### config.mk
export PLATFORM = sky130hd
export DESIGN_NAME = ika2151_dac_deser
export DESIGN_NICKNAME = d
export VERILOG_FILES = /design/src/rtl/ika2151_dac_deser.sv
export SDC_FILE = /design/constraint.sdc
export NUM_CORES = 1
export LEC_CHECK = 0
export ABC_AREA = 1
export CAP_MARGIN = 20
export CORE_ASPECT_RATIO = 0.7
export CORE_MARGIN = 4
export CORE_UTILIZATION = 40
export CTS_CLUSTER_DIAMETER = 30
export DETAILED_ROUTE_END_ITERATION = 16
export GPL_TIMING_DRIVEN = 0
export PLACE_DENSITY_LB_ADDON = 0.2
export SLEW_MARGIN = 20
export SYNTH_ARGS = -nofsm -noshare
export SYNTH_HDL_FRONTEND = slang
export SYNTH_SLANG_ARGS = --single-unit
export TNS_END_PERCENT = 5
### constraint.sdc
create_clock -name i_EMUCLK -period 2.05 [get_ports i_EMUCLK]
set_input_delay 0.5125 -clock i_EMUCLK [delete_from_list [all_inputs] [get_ports i_EMUCLK]]
set_output_delay 0.5125 -clock i_EMUCLK [all_outputs]
set_load 0.05 [all_outputs]
### src/rtl/ika2151_dac_deser.sv
// YM3012-style DAC front end: deserializes 13-bit float frames, latches on SH falls, decodes to 16-bit PCM.
// Define IKA2151_DAC_MONO_MIX_EN to add the registered o_MONO / o_MONO_VALID mix outputs.
module ika2151_dac_deser #(
    parameter bit EXP0_MUTE = 1'b1,
    parameter bit LSB_FIRST = 1'b1
) (
    input  logic        i_EMUCLK,
    input  logic        i_MRST_n,
    input  logic        i_phi1_NCEN_n,
    input  logic        i_SO,
    input  logic        i_SH1,
    input  logic        i_SH2,
    input  logic        i_ERR_CLR,
    output logic [15:0] o_L,
    output logic        o_L_VALID,
    output logic [15:0] o_R,
    output logic        o_R_VALID,
`ifdef IKA2151_DAC_MONO_MIX_EN
    output logic [15:0] o_MONO,
    output logic        o_MONO_VALID,
`endif
    output logic        o_FRAME_ERR
);

    localparam logic [4:0] CNT_MAX       = 5'd31;
    localparam logic [4:0] CNT_FRAME_MIN = 5'd12;

    // Mantissa is offset binary; flipping bit 9 gives the two's-complement value.
    function automatic logic [15:0] decode(input logic [12:0] frame);
        logic [2:0]  exp_v;
        logic [15:0] mant_v;
        logic [15:0] res;
        exp_v  = frame[12:10];
        mant_v = {{6{~frame[9]}}, ~frame[9], frame[8:0]};
        res    = '0;
        if (exp_v == 3'd0) begin
            res = EXP0_MUTE ? 16'd0 : mant_v;
        end else begin
            res = mant_v << (exp_v - 3'd1);
        end
        return res;
    endfunction

    logic              en;
    logic [1:0]        sh_in;
    logic [1:0]        fall;
    logic              any_fall;
    logic              accept;

    logic [12:0]       shift_q, shift_d;
    logic [4:0]        cnt_q, cnt_d;
    logic [1:0]        sh_q, sh_d;
    logic [1:0][12:0]  hold_q, hold_d;
    logic [1:0]        pend_q, pend_d;
    logic [1:0][15:0]  out_q, out_d;
    logic [1:0]        valid_q, valid_d;
    logic              err_q, err_d;

    assign en       = ~i_phi1_NCEN_n;
    assign sh_in    = {i_SH2, i_SH1};
    assign fall     = sh_q & ~sh_in & {2{en}};
    assign any_fall = |fall;
    assign accept   = (cnt_q >= CNT_FRAME_MIN);

    always_comb begin
        shift_d = shift_q;
        cnt_d   = cnt_q;
        sh_d    = sh_q;
        hold_d  = hold_q;
        pend_d  = '0;
        out_d   = out_q;
        valid_d = '0;
        err_d   = err_q;

        if (en) begin
            if (LSB_FIRST) begin
                shift_d = {i_SO, shift_q[12:1]};
            end else begin
                shift_d = {shift_q[11:0], i_SO};
            end
            sh_d = sh_in;
            if (any_fall) begin
                cnt_d = '0;
            end else if (cnt_q != CNT_MAX) begin
                cnt_d = cnt_q + 5'd1;
            end
        end

        // Frame is captured on the fall; decoding happens one edge later from the holding register.
        for (int ch = 0; ch < 2; ch++) begin
            if (fall[ch] && accept) begin
                hold_d[ch] = shift_d;
                pend_d[ch] = 1'b1;
            end
            if (pend_q[ch]) begin
                out_d[ch]   = decode(hold_q[ch]);
                valid_d[ch] = 1'b1;
            end
        end

        if (i_ERR_CLR) begin
            err_d = 1'b0;
        end
        if (any_fall && !accept) begin
            err_d = 1'b1;
        end
    end

    always_ff @(posedge i_EMUCLK or negedge i_MRST_n) begin
        if (!i_MRST_n) begin
            shift_q <= '0;
            cnt_q   <= '0;
            sh_q    <= 2'b11;
            hold_q  <= '0;
            pend_q  <= '0;
            out_q   <= '0;
            valid_q <= '0;
            err_q   <= 1'b0;
        end else begin
            shift_q <= shift_d;
            cnt_q   <= cnt_d;
            sh_q    <= sh_d;
            hold_q  <= hold_d;
            pend_q  <= pend_d;
            out_q   <= out_d;
            valid_q <= valid_d;
            err_q   <= err_d;
        end
    end

    assign o_L         = out_q[0];
    assign o_R         = out_q[1];
    assign o_L_VALID   = valid_q[0];
    assign o_R_VALID   = valid_q[1];
    assign o_FRAME_ERR = err_q;

`ifdef IKA2151_DAC_MONO_MIX_EN
    logic [16:0] mono_sum;
    logic [15:0] mono_q, mono_d;
    logic        mono_valid_q, mono_valid_d;

    always_comb begin
        mono_sum     = {out_q[0][15], out_q[0]} + {out_q[1][15], out_q[1]};
        mono_d       = mono_q;
        mono_valid_d = |valid_q;
        if (|valid_q) begin
            mono_d = mono_sum[16:1];
        end
    end

    always_ff @(posedge i_EMUCLK or negedge i_MRST_n) begin
        if (!i_MRST_n) begin
            mono_q       <= '0;
            mono_valid_q <= 1'b0;
        end else begin
            mono_q       <= mono_d;
            mono_valid_q <= mono_valid_d;
        end
    end

    assign o_MONO       = mono_q;
    assign o_MONO_VALID = mono_valid_q;
`endif

endmodule

==> metrics.txt, run 1 <==
# TYPE chip_impl_metric gauge
chip_impl_metric{name="synth_fa_ha_area_share",unit="%"} 2.14
chip_impl_info{name="crit_path_end_kind",value="output port"} 1
chip_impl_info{name="timing_worst_setup_path_type",value="reg2out"} 1
chip_impl_metric{name="p_int",unit="mW"} 2.73
chip_impl_metric{name="post-route-drc-count",unit=""} 0
chip_impl_info{name="cts-root-buf",value="sky130_fd_sc_hd__clkbuf_16"} 1
chip_impl_metric{name="final.setup.tns",unit="ns"} 0
chip_impl_info{name="r2r_start",value="hold_q[23]"} 1
chip_impl_metric{name="floorplan.die_area",unit="mm2"} 0.0119
chip_impl_metric{name="ff_latch_area",unit="mm2"} 0.00208
chip_impl_metric{name="clk_latency_worst_skew_pair",unit="ns"} 0.34
chip_impl_metric{name="static-leakage-power",unit="nW"} 2.75
chip_impl_metric{name="max_buffers_root_to_sink",unit=""} 2
chip_impl_info{name="hold_path.class",value="in2async"} 1
chip_impl_metric{name="synth_top_cell_area_share",unit="%"} 49.5
chip_impl_info{name="unrepaired_setup_endpoints_after_global_routing",value="no"} 1
chip_impl_info{name="series_of_cell_instances_along_the_critical_path",value="clkdlybuf4s50_1"} 1
chip_impl_metric{name="filler_cell_count",unit=""} 946
chip_impl_info{name="critical_path.top_delay_family",value="buffers and inverters"} 1
chip_impl_metric{name="fin_crit_sh",unit="%"} 98.2
chip_impl_metric{name="power.net_switching",unit="uW"} 926
chip_impl_metric{name="post_cts.repair.setup_buffers",unit=""} 0
chip_impl_metric{name="signal_arrival_time_at_the_worst_endpoint",unit="ns"} 1.50
chip_impl_metric{name="cts_bufs_inserted",unit=""} 9
chip_impl_info{name="synth.area.top_cells",value="sky130_fd_sc_hd__dfrtp_1, sky130_fd_sc_hd__nand2_1, sky130_fd_sc_hd__nand3_1"} 1
chip_impl_metric{name="n_antenna_cell",unit=""} 0
chip_impl_metric{name="clk_pin_slew",unit="ns"} 0.06
chip_impl_metric{name="synth_fp_nets",unit=""} 520
chip_impl_info{name="synth_area_leader_cell",value="sky130_fd_sc_hd__dfrtp_1"} 1
chip_impl_info{name="synth_top_family_by_area",value="simple AND/OR/NAND/NOR gates"} 1
chip_impl_metric{name="final_nets",unit=""} 571
chip_impl_metric{name="multi_input_area",unit="mm2"} 0.00170
chip_impl_metric{name="io_buffer_count",unit=""} 40
chip_impl_metric{name="ys_types",unit=""} 21
chip_impl_metric{name="timing.max_slew.rel_slack",unit="%"} 62.1
chip_impl_metric{name="gpl.final_weighted_congestion",unit=""} 0.872
chip_impl_metric{name="final_hold_viol_count",unit=""} 0
chip_impl_metric{name="synth-simple-area-share",unit="%"} 32.4
chip_impl_metric{name="clock-skew-final",unit="ns"} 0.00742
chip_impl_metric{name="global_route.overflow_total",unit=""} 0
chip_impl_metric{name="power-per-cell-area",unit="mW/mm2"} 734
chip_impl_metric{name="initial_core_util",unit="%"} 41.6
chip_impl_metric{name="mappedNetlistArea",unit="mm2"} 0.00409
chip_impl_metric{name="grt_first_pass_wirelength",unit="mm"} 16.3
chip_impl_metric{name="drt-wirelength-per-cell",unit="um"} 13.4
chip_impl_metric{name="die_h",unit="um"} 92.6
chip_impl_metric{name="area.growth.synth_to_final",unit="%"} 21.6
chip_impl_metric{name="period_minus_slack",unit="ns"} 2.01
chip_impl_metric{name="worst_reg_to_reg_path_cell_count",unit=""} 9
chip_impl_metric{name="power.clock.fraction",unit="%"} 41.2
chip_impl_metric{name="synth_cells",unit=""} 506
chip_impl_metric{name="power.ir.vdd_worst",unit="mV"} 0.332
chip_impl_metric{name="synth_async_sr_flop_share",unit="%"} 100
chip_impl_metric{name="routed_wirelength",unit="mm"} 9.26
chip_impl_metric{name="htree_levels",unit=""} 3
chip_impl_metric{name="finalSetupViolations",unit=""} 0
chip_impl_metric{name="reg2reg_setup_slack",unit="ns"} 0.18
chip_impl_metric{name="synth_enable_flop_cells",unit=""} 0
chip_impl_metric{name="grt_start_max_net_pins",unit=""} 55
chip_impl_metric{name="timing.critical_path.slowest_cell_delay",unit="ns"} 0.81
chip_impl_metric{name="finish.utilization",unit="%"} 50.6
chip_impl_metric{name="power_frac_comb",unit="%"} 10.5
chip_impl_metric{name="p_seq_share",unit="%"} 48.2
chip_impl_info{name="yosys.cell_count.top_type",value="sky130_fd_sc_hd__nand2_1"} 1
chip_impl_metric{name="grt_pass1_vias",unit=""} 3379
chip_impl_metric{name="achievable-frequency",unit="MHz"} 497
chip_impl_metric{name="timing.max_cap.violations",unit=""} 0
chip_impl_info{name="synth_commonest_cells",value="sky130_fd_sc_hd__nand2_1, sky130_fd_sc_hd__dfrtp_1, sky130_fd_sc_hd__nand3_1"} 1
chip_impl_metric{name="routed-via-count",unit=""} 3358
chip_impl_metric{name="floorplan.rows",unit=""} 30
chip_impl_metric{name="layout_cells_sized_above_1",unit="%"} 10.5
chip_impl_metric{name="synth_warnings",unit=""} 0
chip_impl_metric{name="synth_xor_xnor_area_share",unit="%"} 0
chip_impl_metric{name="cp_data_required_time",unit="ns"} 1.54
chip_impl_metric{name="tritoncts_num_sinks",unit=""} 83
chip_impl_metric{name="die-width",unit="um"} 129
chip_impl_metric{name="timing.critical_path.buf_inv",unit=""} 1
chip_impl_metric{name="p_total",unit="mW"} 3.65
chip_impl_metric{name="core-area",unit="mm2"} 0.00983
chip_impl_info{name="dominantRegCellSynth",value="sky130_fd_sc_hd__dfrtp_1"} 1
chip_impl_info{name="tritoncts",value="yes"} 1
chip_impl_info{name="crit-reg2reg-capture",value="o_R[7]"} 1
chip_impl_metric{name="final-max-slew-violation-count",unit=""} 0
chip_impl_metric{name="drt_iter0_drc",unit=""} 196
chip_impl_metric{name="hpwlAfterDp",unit="mm"} 6.78
chip_impl_metric{name="firstDrtPassIters",unit=""} 5
chip_impl_metric{name="worst-path-max-fanout",unit=""} 2
chip_impl_info{name="status",value="completed"} 1
chip_impl_metric{name="antenna_violating_nets_post_route",unit=""} 0
chip_impl_metric{name="ios",unit=""} 42
chip_impl_metric{name="detail_route.vias_per_cell",unit=""} 4.87
chip_impl_metric{name="grt_overall_usage",unit="%"} 17.1
chip_impl_metric{name="synthMuxAreaShare",unit="%"} 0
chip_impl_metric{name="synth-seq-cells",unit=""} 83
chip_impl_metric{name="synth.yosys.seq_area_share",unit="%"} 50.8
chip_impl_info{name="crit_path_start_kind",value="flop"} 1
chip_impl_metric{name="antenna_violations_before_repair",unit=""} 0
chip_impl_info{name="crit_slowest_cell",value="sky130_fd_sc_hd__clkdlybuf4s50_1"} 1
chip_impl_metric{name="tightest_slew",unit="ns"} 0.562
chip_impl_metric{name="post_synth.cell_area_avg",unit="um2"} 8.09
chip_impl_metric{name="power_switching_share",unit="%"} 25.3
chip_impl_metric{name="synth-compound-area-share",unit="%"} 6.88
==> worst max path at each step <==
stage / from / to / slack [ns] / depth (start not counted)
4_1_cts: o_R[15] / o_R[15] / 0.0004 / 1
3_5_place_dp: hold_q[23] / o_R[7] / 0.21 / 9
6_report: o_L[3] / o_L[3] / 0.04 / 1
3_3_place_gp: i_MRST_n / o_L[12] / -2.56 / 1
5_1_grt: o_L[9] / o_L[9] / 0.0006 / 1
2_1_floorplan: cnt_q[0] / cnt_q[4] / 0.46 / 7
==> placed cells by master (no fill, tap or decap) <==
cell	instances
sky130_fd_sc_hd__inv_2	3
sky130_fd_sc_hd__inv_1	43
sky130_fd_sc_hd__clkbuf_1	10
sky130_fd_sc_hd__dfrtp_1	81
sky130_fd_sc_hd__clkdlybuf4s50_1	23
sky130_fd_sc_hd__dlygate4sd2_1	2
sky130_fd_sc_hd__a21oi_1	2
sky130_fd_sc_hd__dlymetal6s2s_1	14
sky130_fd_sc_hd__ha_1	7
sky130_fd_sc_hd__buf_16	1
sky130_fd_sc_hd__buf_4	5
sky130_fd_sc_hd__buf_2	5
sky130_fd_sc_hd__o21ai_2	16
sky130_fd_sc_hd__o21ai_0	4
sky130_fd_sc_hd__and3_1	1
sky130_fd_sc_hd__nor2_2	3
sky130_fd_sc_hd__nor2_1	11
sky130_fd_sc_hd__nor2_8	4
sky130_fd_sc_hd__o21ai_1	19
sky130_fd_sc_hd__clkbuf_8	2
sky130_fd_sc_hd__nand2_1	219
sky130_fd_sc_hd__clkbuf_16	9
sky130_fd_sc_hd__nand2_4	2
sky130_fd_sc_hd__buf_6	6
sky130_fd_sc_hd__dfstp_2	2
sky130_fd_sc_hd__nand3_1	67
sky130_fd_sc_hd__a21oi_4	1
==> cell families after synthesis <==
| kind of cell | Yosys count |
|---|---|
| AOI/OAI and AO/OA | 42 |
| adders and majority gates | 7 |
| buffers and inverters | 67 |
| DFF | 83 |
| and+or+nand+nor | 307 |
==> flip-flops by register name, indices dropped and copies added (netlist names) <==
name,count
pend_q,2
hold_q,26
shift_q,13
cnt_q,5
valid_q,2
o_L,16
o_FRAME_ERR,1
sh_q,2
o_R,16
==> routing by layer <==
metal,global-route usage (%),wire (um),part of all wire [%],up-vias
met2,26.4,4220,46,72
met4,3.85,49,0.53,0
met1,23.5,4550,49,1592
met5,0,0,0,-
li1,-,-,-,1688
met3,5.53,442,4.8,6
==> final cells by class <==
type | instances | area share, %
buffer | 20 | 2.84
clock buffer | 16 | 5.45
inverter | 46 | 3.47
multi-input combinational | 356 | 34.1
sequential | 83 | 41.8
tap | 128 | 3.22
timing repair buffer | 41 | 9.20
==> power by group through the flow <==
stage | clock network (mW) | logic, mW | registers [mW]
after global routing | 1.62 | 0.431 | 1.77
after global placement | 0 | 0.372 | 1.79
after detailed placement | 0 | 0.386 | 1.79
final | 1.51 | 0.385 | 1.76
after CTS | 1.54 | 0.387 | 1.76
after floorplan | 0 | 0.208 | 1.82
==> repair_timing <==
item                       CTS  global route
resized for setup            2            14
hold buffers                 0             0
setup endpoints to repair    2            19
pin swaps                    0             0
==> stage by stage <==
step	worst slack (ns)	hold WS [ns]	cells	cell area [um2]
2_1_floorplan	0.457	0.217	506	4090
3_3_place_gp	-2.56	0.391	674	4650
4_1_cts	0.000412	0.120	691	4950
5_1_grt	0.000603	0.132	690	4980
6_report	0.0368	0.109	690	4980
3_5_place_dp	0.210	0.395	675	4680
No activity file was read; power rests on OpenSTA's default activity.
==> run 2: changes to the inputs <==
--- a/config.mk
+++ b/config.mk
@@ -5,14 +5,14 @@
 export SDC_FILE = /design/constraint.sdc
 export NUM_CORES = 1
 export LEC_CHECK = 0
-export ABC_AREA = 1
 export CAP_MARGIN = 20
-export CORE_ASPECT_RATIO = 0.7
+export CORE_ASPECT_RATIO = 2
 export CORE_MARGIN = 4
 export CORE_UTILIZATION = 40
 export CTS_CLUSTER_DIAMETER = 30
 export DETAILED_ROUTE_END_ITERATION = 16
 export GPL_TIMING_DRIVEN = 0
+export HOLD_SLACK_MARGIN = 0.15
 export PLACE_DENSITY_LB_ADDON = 0.2
 export SLEW_MARGIN = 20
 export SYNTH_ARGS = -nofsm -noshare
==> metrics.txt, run 2 <==
# TYPE chip_impl_metric gauge
chip_impl_info{name="status",value="completed"} 1
chip_impl_info{name="synth_commonest_cells",value="sky130_fd_sc_hd__dfrtp_1, sky130_fd_sc_hd__mux2_2, sky130_fd_sc_hd__nand2b_1"} 1
chip_impl_info{name="crit_slowest_cell",value="sky130_fd_sc_hd__clkdlybuf4s50_1"} 1
chip_impl_metric{name="finish.utilization",unit="%"} 51.4
chip_impl_info{name="synth.area.top_cells",value="sky130_fd_sc_hd__dfrtp_1, sky130_fd_sc_hd__mux2_2, sky130_fd_sc_hd__o221ai_1"} 1
chip_impl_info{name="series_of_cell_instances_along_the_critical_path",value="clkdlybuf4s50_1"} 1
chip_impl_info{name="mostFrequentLayoutCells",value="sky130_fd_sc_hd__dfrtp_1, sky130_fd_sc_hd__mux2_2, sky130_fd_sc_hd__clkdlybuf4s50_1"} 1
chip_impl_metric{name="p_total",unit="mW"} 5.96
chip_impl_metric{name="grt_start_max_net_pins",unit=""} 57
chip_impl_metric{name="place_worst_setup_slack",unit="ns"} -0.186
chip_impl_metric{name="achievable-frequency",unit="MHz"} 500
chip_impl_metric{name="global_route.overflow_total",unit=""} 0
chip_impl_metric{name="post_layout_nonfiller_instances",unit=""} 513
chip_impl_metric{name="ys_types",unit=""} 40
chip_impl_metric{name="cp_data_required_time",unit="ns"} 1.54
chip_impl_metric{name="synthMuxAreaShare",unit="%"} 21.2
chip_impl_info{name="timing_worst_setup_path_type",value="reg2out"} 1
chip_impl_metric{name="worst-path-max-fanout",unit=""} 2
chip_impl_metric{name="synth_xor_xnor_area_share",unit="%"} 0.868
chip_impl_info{name="unrepaired_setup_endpoints_after_global_routing",value="yes"} 1
chip_impl_metric{name="largest_register_ffs",unit=""} 26
chip_impl_metric{name="synth.yosys.seq_area_share",unit="%"} 51.6
chip_impl_metric{name="placed_cell_area",unit="mm2"} 0.00463
chip_impl_metric{name="clock-skew-final",unit="ns"} 0.00515
chip_impl_metric{name="ios",unit=""} 42
chip_impl_metric{name="clk_pin_slew",unit="ns"} 0.06
chip_impl_metric{name="gpl.final_weighted_congestion",unit=""} 0.819
chip_impl_metric{name="area.growth.synth_to_final",unit="%"} 25.2
chip_impl_info{name="crit_path_start_kind",value="flop"} 1
chip_impl_metric{name="drt-wirelength-per-cell",unit="um"} 16.7
chip_impl_metric{name="drt_iter0_drc",unit=""} 75
chip_impl_metric{name="tritoncts_num_sinks",unit=""} 83
chip_impl_metric{name="synth-compound-area-share",unit="%"} 10.3
chip_impl_metric{name="post-route-drc-count",unit=""} 0
chip_impl_info{name="registers.top_by_ff_count",value="hold_q"} 1
chip_impl_metric{name="tightest_slew",unit="ns"} 0.527
chip_impl_metric{name="timing.max_cap.violations",unit=""} 0
chip_impl_metric{name="synth_async_sr_flop_share",unit="%"} 100
chip_impl_metric{name="final-max-slew-violation-count",unit=""} 0
chip_impl_metric{name="synth_fp_nets",unit=""} 333
chip_impl_info{name="critical_path.top_delay_family",value="buffers and inverters"} 1
chip_impl_metric{name="die_h",unit="um"} 150
chip_impl_info{name="synth_top_family_by_area",value="multiplexers"} 1
chip_impl_metric{name="finalWorstSetupSlack",unit="ns"} 0.0486
chip_impl_info{name="layout_commonest_cell",value="sky130_fd_sc_hd__dfrtp_1"} 1
chip_impl_metric{name="routed_wirelength",unit="mm"} 8.55
chip_impl_metric{name="power-per-cell-area",unit="mW/mm2"} 1180
chip_impl_metric{name="layout_cells_sized_above_1",unit="%"} 30.2
chip_impl_info{name="synth_area_leader_cell",value="sky130_fd_sc_hd__dfrtp_1"} 1
chip_impl_metric{name="max_buffers_root_to_sink",unit=""} 2
chip_impl_metric{name="detail_route.vias_per_cell",unit=""} 5.21
chip_impl_metric{name="synth_top_cell_area_share",unit="%"} 50.2
chip_impl_info{name="hold_path.class",value="reg2reg"} 1
chip_impl_metric{name="timing.max_slew.rel_slack",unit="%"} 64.8
chip_impl_metric{name="routed-via-count",unit=""} 2673
chip_impl_metric{name="timing.critical_path.slowest_cell_delay",unit="ns"} 0.81
chip_impl_metric{name="synth-seq-cells",unit=""} 83
chip_impl_metric{name="power.ir.vdd_worst",unit="mV"} 0.679
chip_impl_metric{name="htree_levels",unit=""} 3
chip_impl_metric{name="grt_pass1_vias",unit=""} 2918
chip_impl_metric{name="final_nets",unit=""} 390
chip_impl_metric{name="antenna_violating_nets_post_route",unit=""} 0
chip_impl_metric{name="post-place-cells",unit=""} 493
chip_impl_metric{name="die-width",unit="um"} 79.0
chip_impl_metric{name="synth_enable_flop_cells",unit=""} 0
chip_impl_metric{name="fin_crit_sh",unit="%"} 97.6
chip_impl_metric{name="antenna_violations_before_repair",unit=""} 0
chip_impl_metric{name="synth_warnings",unit=""} 0
chip_impl_metric{name="initial_core_util",unit="%"} 41.0
chip_impl_metric{name="floorplan.die_area",unit="mm2"} 0.0119
chip_impl_metric{name="synth_cells",unit=""} 319
chip_impl_metric{name="synth-simple-area-share",unit="%"} 8.34
chip_impl_metric{name="post-route-cell-area",unit="mm2"} 0.00505
chip_impl_metric{name="signal_arrival_time_at_the_worst_endpoint",unit="ns"} 1.49
chip_impl_metric{name="finalSetupViolations",unit=""} 0
chip_impl_metric{name="grt_first_pass_wirelength",unit="mm"} 14.4
chip_impl_metric{name="firstDrtPassIters",unit=""} 5
chip_impl_metric{name="final_hold_viol_count",unit=""} 0
chip_impl_metric{name="floorplan.rows",unit=""} 51
chip_impl_info{name="tritoncts",value="yes"} 1
chip_impl_metric{name="post_synth.cell_area_avg",unit="um2"} 12.6
chip_impl_metric{name="synth_fa_ha_area_share",unit="%"} 2.17
chip_impl_metric{name="reg2reg_setup_slack",unit="ns"} 0.10
chip_impl_metric{name="grt_overall_usage",unit="%"} 15.6
chip_impl_metric{name="io_buffer_count",unit=""} 41
chip_impl_metric{name="timing.critical_path.buf_inv",unit=""} 1
chip_impl_metric{name="clk_latency_worst_skew_pair",unit="ns"} 0.33
chip_impl_metric{name="filler_cell_count",unit=""} 904
chip_impl_metric{name="period_minus_slack",unit="ns"} 2.00
chip_impl_info{name="yosys.cell_count.top_type",value="sky130_fd_sc_hd__dfrtp_1"} 1
chip_impl_metric{name="core-area",unit="mm2"} 0.00983
chip_impl_info{name="dominantRegCellSynth",value="sky130_fd_sc_hd__dfrtp_1"} 1
chip_impl_metric{name="mappedNetlistArea",unit="mm2"} 0.00403
chip_impl_metric{name="cts_bufs_inserted",unit=""} 9
chip_impl_info{name="cts-root-buf",value="sky130_fd_sc_hd__clkbuf_16"} 1
chip_impl_metric{name="static-leakage-power",unit="nW"} 2.20
chip_impl_metric{name="hpwlAfterDp",unit="mm"} 6.46
chip_impl_metric{name="n_antenna_cell",unit=""} 0
chip_impl_info{name="crit_path_end_kind",value="output port"} 1
run 2: changes by cell type after synthesis, sizes merged, moves of 15 or more:
cell    delta
nand2b    +27
inv       -19
mux2      +59
o21ai     -33
nand3     -64
o221ai    +23
nor2      -15
nand2    -216
run 2: power breakdown:
part           switching (mW)  leakage, nW  internal [mW]
combinational            1.03        0.924          0.951
clock                   0.617        0.165           1.13
sequential              0.281         1.11           1.96
run 2: routing by layer:
layer | vias to the layer above | wire length [um] | global-route usage (%)
met5 | - | 0 | 0
met4 | 0 | 264 | 7.92
met3 | 20 | 241 | 2.47
met2 | 57 | 5000 | 29.8
met1 | 1321 | 3050 | 15.9
li1 | 1275 | - | -
run 2: per-stage QoR:
stage	hold slack, ns	TNS [ns]
floorplan	0.217	0
global placement	0.386	-210.33
detailed placement	0.389	-6.37
CTS	0.402	-0.00270
global route	0.421	-0.0201
finish	0.396	0
run 2: final timing paths:
path | cells after the start | startpoint | endpoint
max | 1 | o_R[6] | o_R[6]
min | 0 | pend_q[1] | valid_q[1]
max reg2reg | 8 | hold_q[10] | o_L[12]
min reg2reg | 0 | pend_q[1] | valid_q[1]
max in group asynchronous | 3 | i_MRST_n | hold_q[21]
min in group asynchronous | 2 | i_MRST_n | cnt_q[0]
run 2: what timing repair did:
action                     in CTS  in global routing
setup endpoints to repair      27                 29
buffers inserted                0                  3
resized for setup               8                  9
hold endpoints to repair       25                  0
hold buffers                    1                  0
run 2: cells by family (layout without fill, tap and decap cells):
group,after synthesis,in the layout
AOI/OAI and AO/OA,54,54
xor gates and xnor gates,4,4
adders and majority gates,7,7
buffers and inverters,45,107
DFF,83,83
muxes,74,74
and+or+nand+nor,52,52
run 2: cell type report:
cell class | count | area [um2] | share of cell area, %
Buffer | 18 | 139 | 2.75
Clock inverter | 5 | 75.1 | 1.49
Multi-Input combinational cell | 191 | 1760 | 34.9
Tap cell | 132 | 165 | 3.27
Sequential cell | 83 | 2080 | 41.2
Inverter | 27 | 106 | 2.11
Clock buffer | 11 | 253 | 5.01
Timing Repair Buffer | 46 | 470 | 9.32
==> run 3: changes to the inputs <==
--- a/config.mk
+++ b/config.mk
@@ -14,6 +14,7 @@
 export GPL_TIMING_DRIVEN = 0
 export HOLD_SLACK_MARGIN = 0.15
 export PLACE_DENSITY_LB_ADDON = 0.2
+export REMOVE_ABC_BUFFERS = 1
 export SLEW_MARGIN = 20
 export SYNTH_ARGS = -nofsm -noshare
 export SYNTH_HDL_FRONTEND = slang
==> metrics.txt, run 3 (synthesis results as in run 2) <==
# TYPE chip_impl_metric gauge
chip_impl_metric{name="die_h",unit="um"} 150
chip_impl_metric{name="worst-path-max-fanout",unit=""} 2
chip_impl_metric{name="post-route-drc-count",unit=""} 0
chip_impl_metric{name="timing.critical_path.slowest_cell_delay",unit="ns"} 0.81
chip_impl_metric{name="static-leakage-power",unit="nW"} 2.24
chip_impl_metric{name="grt_first_pass_wirelength",unit="mm"} 13.3
chip_impl_metric{name="final_hold_viol_count",unit=""} 0
chip_impl_metric{name="initial_core_util",unit="%"} 41.0
chip_impl_metric{name="final_nets",unit=""} 376
chip_impl_metric{name="gpl.final_weighted_congestion",unit=""} 0.759
chip_impl_metric{name="final-max-slew-violation-count",unit=""} 0
chip_impl_info{name="series_of_cell_instances_along_the_critical_path",value="clkdlybuf4s50_1"} 1
chip_impl_info{name="crit_slowest_cell",value="sky130_fd_sc_hd__clkdlybuf4s50_1"} 1
chip_impl_metric{name="antenna_violations_before_repair",unit=""} 0
chip_impl_info{name="timing_worst_setup_path_type",value="reg2out"} 1
chip_impl_metric{name="n_antenna_cell",unit=""} 0
chip_impl_metric{name="final.setup.tns",unit="ns"} 0
chip_impl_info{name="registers.top_by_ff_count",value="hold_q"} 1
chip_impl_metric{name="clock-skew-final",unit="ns"} 0.00630
chip_impl_metric{name="die-width",unit="um"} 79.0
chip_impl_info{name="r2r_start",value="hold_q[10]"} 1
chip_impl_info{name="crit_path_end_kind",value="output port"} 1
chip_impl_metric{name="grt_start_max_net_pins",unit=""} 59
chip_impl_metric{name="detail_route.vias_per_cell",unit=""} 5.18
chip_impl_info{name="layout_commonest_cell",value="sky130_fd_sc_hd__dfrtp_1"} 1
chip_impl_metric{name="fin_crit_sh",unit="%"} 98.1
chip_impl_info{name="status",value="completed"} 1
chip_impl_metric{name="timing.max_slew.rel_slack",unit="%"} 30.3
chip_impl_metric{name="clk_latency_worst_skew_pair",unit="ns"} 0.34
chip_impl_info{name="crit_path_start_kind",value="flop"} 1
chip_impl_info{name="holdCritStartpoint",value="o_R[6]"} 1
chip_impl_info{name="crit_path_end",value="o_R[8]"} 1
chip_impl_metric{name="tightest_slew",unit="ns"} 1.05
chip_impl_info{name="cts-root-buf",value="sky130_fd_sc_hd__clkbuf_16"} 1
chip_impl_info{name="critical_path.top_delay_family",value="buffers and inverters"} 1
chip_impl_metric{name="timing.max_cap.violations",unit=""} 0
chip_impl_metric{name="floorplan.die_area",unit="mm2"} 0.0119
chip_impl_metric{name="drt_iter0_drc",unit=""} 116
chip_impl_metric{name="drt-wirelength-per-cell",unit="um"} 15.7
chip_impl_metric{name="htree_levels",unit=""} 3
chip_impl_info{name="worstSetupStartpoint",value="o_R[8]"} 1
chip_impl_info{name="crit-reg2reg-capture",value="o_L[4]"} 1
chip_impl_metric{name="achievable-frequency",unit="MHz"} 497
chip_impl_metric{name="firstDrtPassIters",unit=""} 4
chip_impl_info{name="unrepaired_setup_endpoints_after_global_routing",value="no"} 1
chip_impl_metric{name="layout_cells_sized_above_1",unit="%"} 29.2
chip_impl_metric{name="area.growth.synth_to_final",unit="%"} 23.9
chip_impl_metric{name="cts_bufs_inserted",unit=""} 9
chip_impl_metric{name="post-route-cell-area",unit="mm2"} 0.00500
chip_impl_metric{name="worst_reg_to_reg_path_cell_count",unit=""} 5
chip_impl_metric{name="routed_wirelength",unit="mm"} 7.85
chip_impl_metric{name="finalSetupViolations",unit=""} 0
chip_impl_metric{name="clk_pin_slew",unit="ns"} 0.06
chip_impl_metric{name="core-area",unit="mm2"} 0.00983
chip_impl_metric{name="tritoncts_num_sinks",unit=""} 83
chip_impl_metric{name="timing.critical_path.buf_inv",unit=""} 1
chip_impl_metric{name="routed-via-count",unit=""} 2586
chip_impl_metric{name="power-per-cell-area",unit="mW/mm2"} 1160
chip_impl_metric{name="ios",unit=""} 42
chip_impl_metric{name="power.ir.vdd_worst",unit="mV"} 0.586
chip_impl_info{name="hold_path.class",value="reg2reg"} 1
chip_impl_metric{name="largest_register_ffs",unit=""} 26
chip_impl_metric{name="antenna_violating_nets_post_route",unit=""} 0
chip_impl_metric{name="period_minus_slack",unit="ns"} 2.01
chip_impl_info{name="mostFrequentLayoutCells",value="sky130_fd_sc_hd__dfrtp_1, sky130_fd_sc_hd__mux2_2, sky130_fd_sc_hd__clkdlybuf4s50_1"} 1
chip_impl_metric{name="cp_data_required_time",unit="ns"} 1.54
chip_impl_metric{name="placed_cell_area",unit="mm2"} 0.00452
chip_impl_metric{name="max_buffers_root_to_sink",unit=""} 2
chip_impl_metric{name="global_route.overflow_total",unit=""} 0
chip_impl_metric{name="floorplan.rows",unit=""} 51
chip_impl_metric{name="grt_pass1_vias",unit=""} 2775
chip_impl_metric{name="grt_overall_usage",unit="%"} 14.4
chip_impl_metric{name="io_buffer_count",unit=""} 41
chip_impl_metric{name="instance_count_on_the_critical_path",unit=""} 1
chip_impl_metric{name="reg2reg_setup_slack",unit="ns"} 0.11
chip_impl_metric{name="hpwlAfterDp",unit="mm"} 5.52
chip_impl_info{name="tritoncts",value="yes"} 1
chip_impl_metric{name="signal_arrival_time_at_the_worst_endpoint",unit="ns"} 1.50
## run 3: layout make-up
class	count	area, um2
Fill cell	905	4830
Sequential cell	83	2080
Multi-Input combinational cell	191	1810
Timing Repair Buffer	50	549
Clock buffer	12	246
Tap cell	132	165
Inverter	27	101
Clock inverter	4	50.0
## run 3: routing by layer
| metal | global-route usage [%] | part of all wire, % | wire (um) | vias to the layer above |
|---|---|---|---|---|
| met1 | 15.7 | 39 | 3060 | 1285 |
| met3 | 2.53 | 3.0 | 238 | 17 |
| li1 | - | - | - | 1237 |
| met4 | 8.35 | 3.1 | 245 | 0 |
| met2 | 25.6 | 55 | 4310 | 47 |
| met5 | 0 | 0 | 0 | - |
## run 3: worst min path at each step
stage / end / slack [ns] / cells after the start
3_5_place_dp: o_R[14] / 0.46 / 1
6_report: o_R[6] / 0.49 / 2
3_3_place_gp: o_L[13] / 0.48 / 2
5_1_grt: o_R[15] / 0.52 / 2
4_1_cts: o_L[9] / 0.50 / 2
2_1_floorplan: cnt_q[0] / 0.22 / 0
## run 3: report_power, final
group | switching, mW | internal [mW]
sequential | 0.275 | 1.96
combinational | 0.999 | 0.945
clock | 0.629 | 0.975
total | 1.90 | 3.88
## run 3: through the flow
step	hold WS [ns]	cells	power (mW)	setup slack, ns	util (%)
after global routing	0.524	499	6.11	0.00117	50.9
after global placement	0.482	474	3.94	-2.57	45.7
after detailed placement	0.456	475	4.01	-0.817	46.0
final	0.492	499	5.78	0.0380	50.9
after floorplan	0.217	301	3.52	-0.137	-
after CTS	0.499	495	5.78	0.00415	50.1
## run 3: repair_timing
item | in CTS | in global routing
endpoints found under the setup margin | 66 | 22
gates resized for setup | 11 | 10
buffers inserted | 3 | 4
hold buffers | 1 | 0
endpoints found under the hold margin | 23 | 0
pin swaps | 2 | 1
